$ cat src/rtl/if_stage_pkg.sv
// rtl/if_stage_pkg.sv - shared constants, state encoding and helpers for the fetch stage
package if_stage_pkg;

    localparam logic [31:0] DEFAULT_RESET_PC = 32'h0000_0000;
    localparam logic [31:0] INSN_BYTES       = 32'd4;

    typedef enum logic {
        RUN    = 1'b0,
        HALTED = 1'b1
    } state_t;

    // Redirect targets are always forced onto a word boundary.
    function automatic logic [31:0] align_word(input logic [31:0] addr);
        return {addr[31:2], 2'b00};
    endfunction

endpackage

$ cat src/rtl/if_stage_pc_next_sel.sv
// rtl/if_stage_pc_next_sel.sv - next-PC priority mux and redirect alignment check
module pc_next_sel
    import if_stage_pkg::*;
(
    input  logic [31:0] pc,
    input  logic        br_taken,
    input  logic [31:0] br_target,
    input  logic        jmp,
    input  logic [31:0] jmp_target,
    input  logic        pending_valid,
    input  logic [31:0] pending_target,
    output logic [31:0] next_pc,
    output logic        redirect_valid,
    output logic [31:0] redirect_target,
    output logic        misalign
);

    // Branch (older instruction) beats jump; a buffered redirect sits between them.
    always_comb begin
        redirect_valid  = br_taken | jmp;
        redirect_target = br_taken ? align_word(br_target) : align_word(jmp_target);
        misalign        = 1'b0;
        if (br_taken) begin
            misalign = |br_target[1:0];
        end else if (jmp) begin
            misalign = |jmp_target[1:0];
        end

        next_pc = pc + INSN_BYTES;
        if (br_taken) begin
            next_pc = align_word(br_target);
        end else if (pending_valid) begin
            next_pc = pending_target;
        end else if (jmp) begin
            next_pc = align_word(jmp_target);
        end
    end

endmodule

$ cat src/rtl/if_stage.sv
// rtl/if_stage.sv - instruction fetch stage: PC, pending redirect, halt FSM, fetch counter
module if_stage
    import if_stage_pkg::*;
#(
    parameter logic [31:0] RESET_PC = DEFAULT_RESET_PC,
    parameter int          CNT_W    = 32
) (
    input  logic             clk,
    input  logic             clr,
    input  logic             hold,
    input  logic             br_taken,
    input  logic [31:0]      br_target,
    input  logic             jmp,
    input  logic [31:0]      jmp_target,
    input  logic             halt,
    output logic [31:0]      imem_addr,
    input  logic [31:0]      imem_rdata,
    output logic [31:0]      pc_out,
    output logic [31:0]      ir_out,
    output logic             flush_if_id,
    output logic             flush_id_ex,
    output logic             halted,
    output logic             misalign_err,
    output logic [CNT_W-1:0] fetch_cnt
);

    state_t           state_q;
    state_t           state_d;
    logic [31:0]      pc_q;
    logic             pend_valid_q;
    logic             pend_is_br_q;
    logic [31:0]      pend_target_q;
    logic             misalign_q;
    logic [CNT_W-1:0] cnt_q;

    logic [31:0]      next_pc;
    logic             redirect_valid;
    logic [31:0]      redirect_target;
    logic             misalign;
    logic             run;
    logic             advance;
    logic             capture;

    pc_next_sel u_pc_next_sel (
        .pc              (pc_q),
        .br_taken        (br_taken),
        .br_target       (br_target),
        .jmp             (jmp),
        .jmp_target      (jmp_target),
        .pending_valid   (pend_valid_q),
        .pending_target  (pend_target_q),
        .next_pc         (next_pc),
        .redirect_valid  (redirect_valid),
        .redirect_target (redirect_target),
        .misalign        (misalign)
    );

    assign run = (state_q == RUN);

    // A redirect seen during a hold is buffered; a jump may not displace a buffered branch.
    assign capture = run & hold & redirect_valid & (br_taken | ~(pend_valid_q & pend_is_br_q));

    // State register.
    always_ff @(posedge clk or posedge clr) begin
        if (clr) begin
            state_q <= RUN;
        end else begin
            state_q <= state_d;
        end
    end

    // Next state and PC-advance decision; halt only lands when nothing redirects this edge.
    always_comb begin
        state_d = state_q;
        advance = 1'b0;
        case (state_q)
            RUN: begin
                if (!hold) begin
                    if (halt && !br_taken && !pend_valid_q) begin
                        state_d = HALTED;
                    end else begin
                        advance = 1'b1;
                    end
                end
            end
            HALTED: begin
                state_d = HALTED;
            end
            default: begin
                state_d = RUN;
            end
        endcase
    end

    // PC and fetch counter move together on every unheld RUN edge.
    always_ff @(posedge clk or posedge clr) begin
        if (clr) begin
            pc_q  <= RESET_PC;
            cnt_q <= '0;
        end else if (advance) begin
            pc_q  <= next_pc;
            cnt_q <= cnt_q + CNT_W'(1);
        end
    end

    // One-entry pending redirect: filled during hold, drained on the first unheld edge.
    always_ff @(posedge clr or posedge clk) begin
        if (clr) begin
            pend_valid_q  <= 1'b0;
            pend_is_br_q  <= 1'b0;
            pend_target_q <= '0;
        end else if (advance) begin
            pend_valid_q  <= 1'b0;
            pend_is_br_q  <= 1'b0;
        end else if (capture) begin
            pend_valid_q  <= 1'b1;
            pend_is_br_q  <= br_taken;
            pend_target_q <= redirect_target;
        end
    end

    // Sticky misaligned-redirect flag, cleared only by reset.
    always_ff @(posedge clk or posedge clr) begin
        if (clr) begin
            misalign_q <= 1'b0;
        end else if (run && misalign) begin
            misalign_q <= 1'b1;
        end
    end

    assign imem_addr    = pc_q;
    assign pc_out       = pc_q;
    assign ir_out       = imem_rdata;
    assign flush_if_id  = run & redirect_valid & ~clr;
    assign flush_id_ex  = run & br_taken & ~clr;
    assign halted       = ~run;
    assign misalign_err = misalign_q;
    assign fetch_cnt    = cnt_q;

endmodule
$ cat config.mk
export PLATFORM = sky130hd
export DESIGN_NAME = if_stage
export DESIGN_NICKNAME = d
export VERILOG_FILES = /design/src/rtl/if_stage_pkg.sv /design/src/rtl/if_stage_pc_next_sel.sv /design/src/rtl/if_stage.sv
export SDC_FILE = /design/constraint.sdc
export NUM_CORES = 1
export LEC_CHECK = 0
export BUFFER_PORTS_ARGS = -buffer_cell sky130_fd_sc_hd__buf_2
export CORE_MARGIN = 2
export CORE_UTILIZATION = 50
export CTS_CLUSTER_SIZE = 10
export DETAILED_ROUTE_END_ITERATION = 16
export MAX_ROUTING_LAYER = met4
export PLACE_DENSITY = 0.91
export SLEW_MARGIN = 5
export SYNTH_ARGS = -nofsm -noshare
export SYNTH_HDL_FRONTEND = slang
export SYNTH_HIERARCHICAL = 1
export SYNTH_SLANG_ARGS = --single-unit
$ cat constraint.sdc
create_clock -name clk -period 5.6 [get_ports clk]
set_input_delay 1.12 -clock clk [delete_from_list [all_inputs] [get_ports clk]]
set_output_delay 1.12 -clock clk [all_outputs]
set_load 0.05 [all_outputs]
==> metrics.md, run 1 <==
| Metric | Value |
|---|---|
| GRT Util Overall | `24.5%` |
| Slack of the critical path | `1.95 ns` |
| Register bit count reported by yosys | `100` |
| Crit. End Element | `output pin` |
| Crit path time final | `3.65 ns` |
| Non-Filler Cell Area, Final | `7070 um2` |
| Mapped Avg Cell Area | `10.1 um2` |
| Flop-to-flop setup slack | `3.09 ns` |
| Placed cell area | `6780 um2` |
| DR vias/cell | `5.69` |
| Internal power | `0.00115 W` |
| Setup WS pre-CTS | `2.00 ns` |
| Vias in the first global route | `4909` |
| R2r startpoint | `pend_valid_q` |
| Worst endpoint required time | `4.48 ns` |
| Synthesis-to-finish area growth | `11.8%` |
| Critical Path Source | `jmp` |
| Final non-filler cell total | `896` |
| Maxcap violations | `0` |
| Vias | `5096` |
| Clk_lat worst skew | `0.35 ns` |
| Worst min path class | `register to register` |
| Gate power share | `17.0%` |
| Die Area | `13600 um2` |
| Distinct cell type count after synthesis | `52` |
| Initial Utilization | `50.7%` |
| Flop pwr share | `46.3%` |
| Gr ovfl total | `0` |
| Critical Path Most Common Cell | `buf_2` |
| Post-DP HPWL | `11.1 mm` |
| Fin crit share | `65.2%` |
| Post-synthesis sequential area ratio | `39.6%` |
| Sw Pwr | `0.000523 W` |
| Main synth FF type | `dfrtp_1` |
| EDFF count, synth | `0` |
| Setup TNS | `0 ns` |
| First-pass GRT wire length | `25.0 mm` |
| Synth Warn # | `6` |
| Most common cell after layout, fill and taps aside | `buf_2` |
| Total power | `0.00167 W` |
| Power Dens Cells | `236 nW/um2` |
| 1st-iter DRT viols | `475` |
| Crit path launch type | `primary input` |
| Die Height | `116 um` |
| DRT antenna net count | `0` |
| Rel. slew slack | `43.9%` |
| DRT Pass-1 Iters | `5` |
| Share of cells above drive strength 1 | `38.9%` |
| Worst-case clock buffer depth | `2` |
| Reg2reg end | `fetch_cnt[26]` |
| Hold buffers post-CTS | `0` |
| Setup Buffers After CTS | `0` |
| Commonest non-fill, non-tap cells in the layout | `169 x buf_2, 100 x dfrtp_1, 62 x mux2_2` |
| Total wire length | `15.9 mm` |
| Routability cong. | `0.897` |
| CTS tree | `yes` |
| Post-synth top area share | `39.6%` |
| Io pins | `234` |
| Setup Viol. Count Final | `0` |
| Worst setup path endpoint | `flush_if_id` |
| Clock power frac | `36.7%` |
| Switching Fraction | `31.3%` |
| Static Leakage | `3.52 nW` |
| Max Clk Rate | `274 MHz` |
| Hold Fails Final Rpt | `0` |
| Nets | `821` |
| Worst Clk Skew | `0.00983 ns` |
| Drt wl/cell | `17.7 um` |
| Worst path arrival time | `2.53 ns` |
| Largest area contributor in the netlist | `dfrtp_1` |
| TritonCTS Buffers | `9` |
| Critical Path, Cell by Cell | `buf_2 > nor2_1 > inv_1 > nor2b_1 > and2_1 > buf_2` |
| H-tree depth | `3` |
| Crit-path max FO | `22` |
| Largest net degree at the start of global routing | `88` |
| Port Buffers | `169` |
| Worst VDD drop | `0.183 mV` |
| Critical path's largest stage delay | `0.41 ns` |
| Status | `finished, final reports clean` |
| Row count | `41` |
| Unrepaired setup endpoints after global routing | `no` |
| Post-Synthesis Cells | `626` |
| Clk pin slew, worst setup/hold paths | `0.07 ns` |
| R2r worst-path depth | `6` |
| Synthesized area | `6320 um2` |
| Crit Path Class | `primary input to output pin` |
| Crit path max-delay cell type | `buf_2` |
| Clock Tree Root | `clkbuf_16` |
| Post-CTS Resized | `0` |
| Clock net sink count | `100` |
| Fin. max-slew vios | `0` |
| Initial antenna violation count | `1` |
| Remaining routing DRC violations | `0` |
| Worst slew pin tran | `0.842 ns` |
| Inst Count DP | `878` |
| Area contributors post-synth | `dfrtp_1 40%, mux2_2 11%, buf_4 7.8%` |
| Area of the core | `12500 um2` |
| Asr flop ratio synth | `100%` |
| Die Wd | `116 um` |
==> cells by family (layout without fill, tap and decap cells) <==
| logic type | after synthesis | after routing | synth area share (%) |
|---|---|---|---|
| other | 1 | 4 | 0.0593 |
| buffers and inverters | 119 | 214 | 11.7 |
| xor gates and xnor gates | 58 | 58 | 8.04 |
| muxes | 83 | 83 | 15.6 |
| DFF | 100 | 100 | 39.6 |
| and+or+nand+nor | 157 | 157 | 13.8 |
| AOI/OAI and AO/OA | 106 | 106 | 10.8 |
| adders and majority gates | 2 | 2 | 0.396 |
==> sequential cells by signal, indices dropped and copies added (netlist names) <==
signal,count
fetch_cnt,32
halted,1
imem_addr,32
misalign_err,1
pend_is_br_q,1
pend_target_q,32
pend_valid_q,1
==> final cells by class <==
type	instances	area [um2]
Timing Repair Buffer	174	883
Inverter	24	92.6
Tap cell	172	215
Sequential cell	100	2500
Clock buffer	9	225
Multi-Input combinational cell	408	3080
Antenna cell	2	5.00
Fill cell	1099	5400
Clock inverter	7	60.1
==> per-stage QoR <==
step	utilization [%]	hold slack, ns
6_report	56.7	0.455
5_1_grt	56.7	0.487
4_1_cts	56.6	0.460
3_5_place_dp	54.4	0.442
3_3_place_gp	54.4	0.441
2_1_floorplan	-	0.481
==> synth_stat cells, types with 2 or more instances <==
cell type and count:
nor4_2 2, a2bb2oi_1 3, xnor2_1 46, clkbuf_1 14, nand4_1 16, a22oi_1 18
mux2_4 16, buf_2 6, ha_1 2, nor3_1 7, buf_6 5, a221oi_1 3
buf_4 66, mux2i_1 5, and3_1 15, nor2_1 28, nor2b_1 2, buf_1 4
inv_1 23, dfrtp_1 100, and2_1 2, a21oi_1 24, o211ai_1 2, nand3_1 18
and4_1 11, nor3b_1 2, o22ai_1 6, o221ai_1 13, o21ai_0 31, nand2_1 41
xor2_1 12, nor4_1 2, mux2_2 62
==> worst min path at each step <==
stage / from / end / cells after the start
CTS: misalign_err / misalign_err / 1
detailed placement: misalign_err / misalign_err / 1
global route: misalign_err / misalign_err / 1
floorplan: pend_target_q[30] / pend_target_q[30] / 1
global placement: misalign_err / misalign_err / 1
finish: misalign_err / misalign_err / 1
==> layer usage <==
| metal | GRT usage [%] | part of all wire (%) | up-vias |
|---|---|---|---|
| met5 | - | 0 | - |
| met4 | 8.17 | 1.5 | 0 |
| met3 | 4.88 | 8.1 | 26 |
| met2 | 39.3 | 49 | 236 |
| met1 | 31.2 | 42 | 2488 |
| li1 | - | - | 2346 |
==> critical path: cells and delay by family <==
family	cells	cell delay [ns]
buffers and inverters	3	0.85
AND/OR/NAND/NOR	3	0.55
==> power groups by stage <==
stage / Combinational (W) / Sequential [W] / Clock (W)
after floorplan: 0.000236 / 0.000822 / 0
after global placement: 0.000277 / 0.000787 / 0
after detailed placement: 0.000282 / 0.000787 / 0
after CTS: 0.000283 / 0.000773 / 0.000624
after global routing: 0.000307 / 0.000778 / 0.000654
final: 0.000284 / 0.000773 / 0.000612
No activity file was read; power rests on OpenSTA's default activity.
==> run 2: changes to the inputs <==
==> constraint.sdc (replaced) <==
create_clock -name clk -period 3.5 [get_ports clk]
set_input_delay 0.7 -clock clk [delete_from_list [all_inputs] [get_ports clk]]
set_output_delay 0.7 -clock clk [all_outputs]
set_load 0.05 [all_outputs]
==> run 2 against run 1 <==
Compared with the run above: critical endpoint is now imem_addr[28]; clock power is 68% higher; combinational power grew 58%; global-route usage fell by 0.74 points; sequential share of layout area is 0.25 points lower; sequential cell count unchanged; cell area rose by 0.71%; first-iteration DRC count decreased by 43%; largest power group unchanged; utilization increased by 0.40 points.
==> metrics.md, run 2 (synthesis gave the netlist of run 1 again) <==
| Metric | Value |
|---|---|
| Worst-case clock buffer depth | `2 (unchanged)` |
| Power Dens Cells | `383 nW/um2 (+62%)` |
| DRT antenna net count | `0 (unchanged)` |
| CP Buf/Inv Count | `3 (unchanged)` |
| Most common cell after layout, fill and taps aside | `buf_2` |
| Flop pwr share | `45.6% (-0.7 points)` |
| Synthesis-to-finish area growth | `12.6%` |
| Initial Utilization | `50.7% (unchanged)` |
| Row count | `41 (unchanged)` |
| DR vias/cell | `5.58 (-1.9%)` |
| Crit Path Class | `primary input to register` |
| FILL cells | `1094 (-0.45%)` |
| Post-CTS Resized | `0 (unchanged)` |
| H-tree depth | `3 (unchanged)` |
| Commonest non-fill, non-tap cells in the layout | `169 x buf_2, 100 x dfrtp_1, 62 x mux2_2` |
| TritonCTS Buffers | `9 (unchanged)` |
| Largest net degree at the start of global routing | `72 (-18%)` |
| Status | `finished, final reports clean` |
| Rel. slew slack | `40.2% (-3.7 points)` |
| Die Height | `116 um (unchanged)` |
| Area of the core | `12500 um2 (unchanged)` |
| Static Leakage | `3.56 nW (+0.86%)` |
| Hold Fails Final Rpt | `0 (unchanged)` |
| Gr ovfl total | `0 (unchanged)` |
| Clock Tree Root | `clkbuf_16` |
| Clk_lat worst skew | `0.34 ns (about the same)` |
| Io pins | `234 (unchanged)` |
| Crit-path max FO | `71 (+220%)` |
| Hold buffers post-CTS | `0 (unchanged)` |
| GRT Util Overall | `23.7% (-0.74 points)` |
| Worst endpoint required time | `3.72 ns (-0.76 ns)` |
| Post-DP HPWL | `11.3 mm (+1.4%)` |
| Crit path max-delay cell type | `buf_4` |
| Total wire length | `15.7 mm (-1.3%)` |
| Initial antenna violation count | `2 (+1)` |
| Fin crit share | `71.9%` |
| Total power | `0.00273 W (+63%)` |
| Non-Filler Cell Area, Final | `7120 um2 (+0.71%)` |
| Placed cell area | `6810 um2 (+0.46%)` |
| Setup Buffers After CTS | `0 (unchanged)` |
| Worst VDD drop | `0.212 mV (+16%)` |
| Crit path launch type | `primary input` |
| DRT Pass-1 Iters | `5 (unchanged)` |
| Crit path time final | `2.52 ns` |
| Nets | `825 (+0.49%)` |
| Switching Fraction | `28.9% (-2.4 points)` |
| CTS tree | `yes` |
| Cell family with most CP delay | `buffers and inverters` |
| Vias in the first global route | `4852 (-1.2%)` |
| Gate power share | `16.5% (-0.5 points)` |
| Critical path's largest stage delay | `0.58 ns (+0.17 ns)` |
| Worst min path class | `primary input to asynchronous set/reset pin` |
| Unrepaired setup endpoints after global routing | `no` |
| Clock power frac | `37.9% (+1.2 points)` |
| Fin. max-slew vios | `0 (unchanged)` |
| 1st-iter DRT viols | `273 (-43%)` |
| Worst path arrival time | `2.74 ns (+0.21 ns)` |
| Clock net sink count | `100 (unchanged)` |
| Clk pin slew, worst setup/hold paths | `0.07 ns (about the same)` |
| Critical Path, Cell by Cell | `buf_2 > buf_4 > inv_1 > nand2_1 > o221ai_1 > mux2_2` |
| Die Area | `13600 um2 (unchanged)` |
| Worst Clk Skew | `0.00670 ns (-0.00313 ns)` |
| Maxcap violations | `0 (unchanged)` |
| First-pass GRT wire length | `24.2 mm (-3.1%)` |
| Worst slew pin tran | `0.897 ns (+0.0549 ns)` |
| Setup Viol. Count Final | `0 (unchanged)` |
| Max Clk Rate | `397 MHz` |
| Routability cong. | `0.882 (-1.7%)` |
| Vias | `5021 (-1.5%)` |
| Port Buffers | `169 (unchanged)` |
| Drt wl/cell | `17.4 um (-1.7%)` |
| Remaining routing DRC violations | `0 (unchanged)` |
| Sw Pwr | `0.000787 W (+51%)` |
| Die Wd | `116 um (unchanged)` |
| Crit. End Element | `register` |
| Internal power | `0.00194 W (+69%)` |
| Share of cells above drive strength 1 | `39.0% (+0.061 points)` |
| Flop-to-flop setup slack | `1.05 ns (-2.04 ns)` |
## run 2: cell count changes in the layout (fill, tap and decap cells not counted)
cell | previous run | this run
inv_6 | 0 | 1
clkinvlp_4 | 2 | 1
inv_8 | 2 | 0
bufinv_16 | 0 | 1
inv_4 | 1 | 0
clkbuf_1 | 0 | 2
clkbuf_8 | 0 | 2
buf_4 | 5 | 9
clkinv_4 | 2 | 0
## run 2: power by group through the flow
stage / clock (W) / sequential [W] / combinational (W)
floorplan: 0 / 0.00132 / 0.000378
CTS: 0.00106 / 0.00124 / 0.000450
global route: 0.00109 / 0.00125 / 0.000485
global placement: 0 / 0.00126 / 0.000440
detailed placement: 0 / 0.00127 / 0.000447
finish: 0.00103 / 0.00124 / 0.000450
## run 2: layout make-up
type                       instances  area (um2)  share of cell area [%]
antenna                            2        5.00                  0.0703
inverter                          24        93.8                    1.32
clock buffer                      13         260                    3.66
timing repair buffer             178         913                    12.8
tap                              172         215                    3.02
multi-input combinational        408        3080                    43.3
clock inverter                     3        43.8                   0.615
sequential                       100        2500                    35.2
## run 2: stage by stage
step           util (%)  cells  hold WS [ns]  worst slack (ns)  TNS [ns]
3_5_place_dp       54.6    882         0.452             0.663         0
2_1_floorplan         -    627         0.481           -0.0302   -0.0302
6_report           57.1    900         0.252             0.983         0
4_1_cts            57.0    898         0.242             0.982         0
3_3_place_gp       54.6    882         0.446             0.699         0
5_1_grt            57.1    900         0.246             0.865         0
## run 2: layer usage
| layer | vias up | global-route usage [%] | share of wire, % |
|---|---|---|---|
| met5 | - | - | 0 |
| met4 | 0 | 10.1 | 2.3 |
| met3 | 35 | 4.46 | 6.4 |
| met2 | 189 | 38.1 | 48 |
| met1 | 2443 | 29.5 | 43 |
| li1 | 2354 | - | - |
## run 2: worst register-to-register path: cells and delay by family (launching register included)
family / cells / cell delay [ns]
xor+xnor: 1 / 0.16
flops: 1 / 0.87
simple gates: 4 / 1.30
## run 2: path summary, 6_finish.rpt
kind | to | cells past startpoint | start
min reg2reg | misalign_err | 1 | misalign_err
max | imem_addr[28] | 6 | br_taken
min | misalign_err | 2 | clr
min in group clk | misalign_err | 1 | misalign_err
max reg2reg | fetch_cnt[24] | 5 | pend_valid_q
max in group asynchronous | fetch_cnt[25] | 4 | clr
==> run 3: changes to the inputs <==
==> constraint.sdc (replaced) <==
create_clock -name clk -period 2.5 [get_ports clk]
set_input_delay 0.5 -clock clk [delete_from_list [all_inputs] [get_ports clk]]
set_output_delay 0.5 -clock clk [all_outputs]
set_load 0.05 [all_outputs]
==> run 3 against run 2 <==
Compared with the run above: wire length increased by 3.3%; die area unchanged; via count is 2.1% higher; register-to-register slack got worse by 0.80 ns; sequential share of layout area shrank 0.31 points; sequential power increased by 40%; highest routed layer unchanged; clock skew up 0.0020 ns; sequential cell count stayed put; largest cell class unchanged; setup slack worse by 0.74 ns.
==> metrics.md, run 3 (synthesis gave the netlist of run 1 again) <==
| Metric | Value |
|---|---|
| Status | `finished, final reports clean` |
| Placed cell area | `6890 um2 (+1.2%)` |
| Initial Utilization | `50.7% (unchanged)` |
| Critical Path Most Common Cell | `mux2_2` |
| Post-DP HPWL | `11.5 mm (+2.4%)` |
| Hold Fails Final Rpt | `0 (unchanged)` |
| Most common cell after layout, fill and taps aside | `buf_2` |
| Rel. slew slack | `55.0% (+15 points)` |
| TritonCTS Buffers | `9 (unchanged)` |
| Crit path launch type | `register` |
| Die Area | `13600 um2 (unchanged)` |
| H-tree depth | `3 (unchanged)` |
| Critical path's largest stage delay | `0.46 ns (-0.12 ns)` |
| Setup Viol. Count Final | `0 (unchanged)` |
| Max Clk Rate | `444 MHz` |
| Flop-to-flop setup slack | `0.25 ns (-0.80 ns)` |
| Initial antenna violation count | `1 (-1)` |
| R2r worst-path depth | `6 (+1)` |
| Nets | `832 (+0.85%)` |
| 1st-iter DRT viols | `495 (+81%)` |
| Worst slew pin tran | `0.675 ns (-0.222 ns)` |
| Die Height | `116 um (unchanged)` |
| Critical Path, Cell by Cell | `and4_1 > nand3_4 > nor3_1 > mux2_2 > o211ai_1 > mux2_2` |
| Crit path max-delay cell type | `dfrtp_1` |
| Commonest non-fill, non-tap cells in the layout | `169 x buf_2, 100 x dfrtp_1, 62 x mux2_2` |
| Vias in the first global route | `4836 (-0.33%)` |
| Hold buffers post-CTS | `0 (unchanged)` |
| GRT Util Overall | `24.2% (+0.46 points)` |
| Port Buffers | `169 (unchanged)` |
| Clk pin slew, worst setup/hold paths | `0.07 ns (about the same)` |
| First-pass GRT wire length | `24.6 mm (+1.7%)` |
| Power Dens Cells | `525 nW/um2 (+37%)` |
| Worst Clk Skew | `0.00870 ns (+0.00200 ns)` |
| DRT antenna net count | `0 (unchanged)` |
| DR vias/cell | `5.66 (+1.4%)` |
| Die Wd | `116 um (unchanged)` |
| Reg2reg end | `imem_addr[30]` |
| Crit. End Element | `register` |
| Row count | `41 (unchanged)` |
| Fin crit share | `90.1%` |
| Crit path time final | `2.25 ns` |
| Final non-filler cell total | `906 (+0.67%)` |
| Share of cells above drive strength 1 | `40.0% (+0.99 points)` |
| Non-Filler Cell Area, Final | `7180 um2 (+0.88%)` |
| Synthesis-to-finish area growth | `13.6%` |
| Inst Count DP | `889 (+0.79%)` |
| Unrepaired setup endpoints after global routing | `no` |
| Crit-path max FO | `7 (-90%)` |
| Maxcap violations | `0 (unchanged)` |
| Clk_lat worst skew | `0.35 ns (about the same)` |
| Worst path arrival time | `2.54 ns (-0.20 ns)` |
| Largest net degree at the start of global routing | `94 (+31%)` |
| Post-CTS Resized | `0 (unchanged)` |
| Critical Path Source | `imem_addr[5]` |
| Routability cong. | `0.854 (-3.1%)` |
| R2r startpoint | `imem_addr[5]` |
| Vias | `5127 (+2.1%)` |
| Fin. max-slew vios | `0 (unchanged)` |
| Clock Tree Root | `clkbuf_16` |
| Io pins | `234 (unchanged)` |
| Crit Path Class | `register to register` |
| DRT Pass-1 Iters | `5 (unchanged)` |
| Worst min path class | `primary input to asynchronous set/reset pin` |
| Static Leakage | `3.59 nW (+0.99%)` |
| Remaining routing DRC violations | `0 (unchanged)` |
| CTS tree | `yes` |
| Area of the core | `12500 um2 (unchanged)` |
| Worst endpoint required time | `2.78 ns (-0.94 ns)` |
| Cell family with most CP delay | `simple AND/OR/NAND/NOR gates` |
| Worst-case clock buffer depth | `2 (unchanged)` |
| CP Buf/Inv Count | `0 (-3)` |
| Drt wl/cell | `17.9 um (+2.7%)` |
| Gr ovfl total | `0 (unchanged)` |
| Total wire length | `16.2 mm (+3.3%)` |
| Worst VDD drop | `0.300 mV (+41%)` |
| Setup Buffers After CTS | `0 (unchanged)` |
| Clock net sink count | `100 (unchanged)` |
## run 3: power by group
group          switching (W)  internal, W
combinational       0.000439     0.000225
clock               0.000677     0.000703
sequential         0.0000612      0.00166
total                0.00118      0.00259
## run 3: through the flow
stage                     util [%]  setup WS [ns]  hold WS (ns)  power, W  setup TNS [ns]
after floorplan                  -         -0.630         0.481   0.00237           -1.20
after global placement        55.2          0.318         0.424   0.00240               0
after detailed placement      55.2          0.262         0.424   0.00242               0
after CTS                     57.6          0.309        0.0539   0.00380               0
after global routing          57.6          0.128        0.0544   0.00392               0
final                         57.6          0.246        0.0559   0.00377               0
## run 3: per-layer routing
| layer | vias to the layer above | wire length (um) | GRT usage [%] | share of wire, % |
|---|---|---|---|---|
| met5 | - | 0 | - | 0 |
| met3 | 22 | 970 | 4.26 | 6.0 |
| met2 | 207 | 7950 | 39.9 | 49 |
| li1 | 2363 | - | - | - |
| met4 | 0 | 256 | 6.27 | 1.6 |
| met1 | 2535 | 7020 | 31.1 | 43 |
## run 3: worst reg2reg max path, delay by kind of cell, from the launching register on
family	cells	cell delay (ns)
multiplexers	2	0.56
AND/OR/NAND/NOR	3	1.04
AO/OA/AOI/OAI	1	0.16
flip-flops	1	0.46
## run 3: layout make-up
class,count,area [um2]
Clock buffer,9,225
Multi-Input combinational cell,408,3080
Fill cell,1112,5290
Inverter,24,93.8
Clock inverter,7,65.1
Antenna cell,1,2.50
Tap cell,172,215
Timing Repair Buffer,185,991
Sequential cell,100,2500
## run 3: worst max-delay path by stage
stage	endpoint	slack, ns	depth (start not counted)
floorplan	flush_id_ex	-0.63	2
global placement	imem_addr[28]	0.32	6
detailed placement	imem_addr[28]	0.26	6
CTS	imem_addr[31]	0.31	6
global route	imem_addr[30]	0.13	6
finish	imem_addr[30]	0.25	6
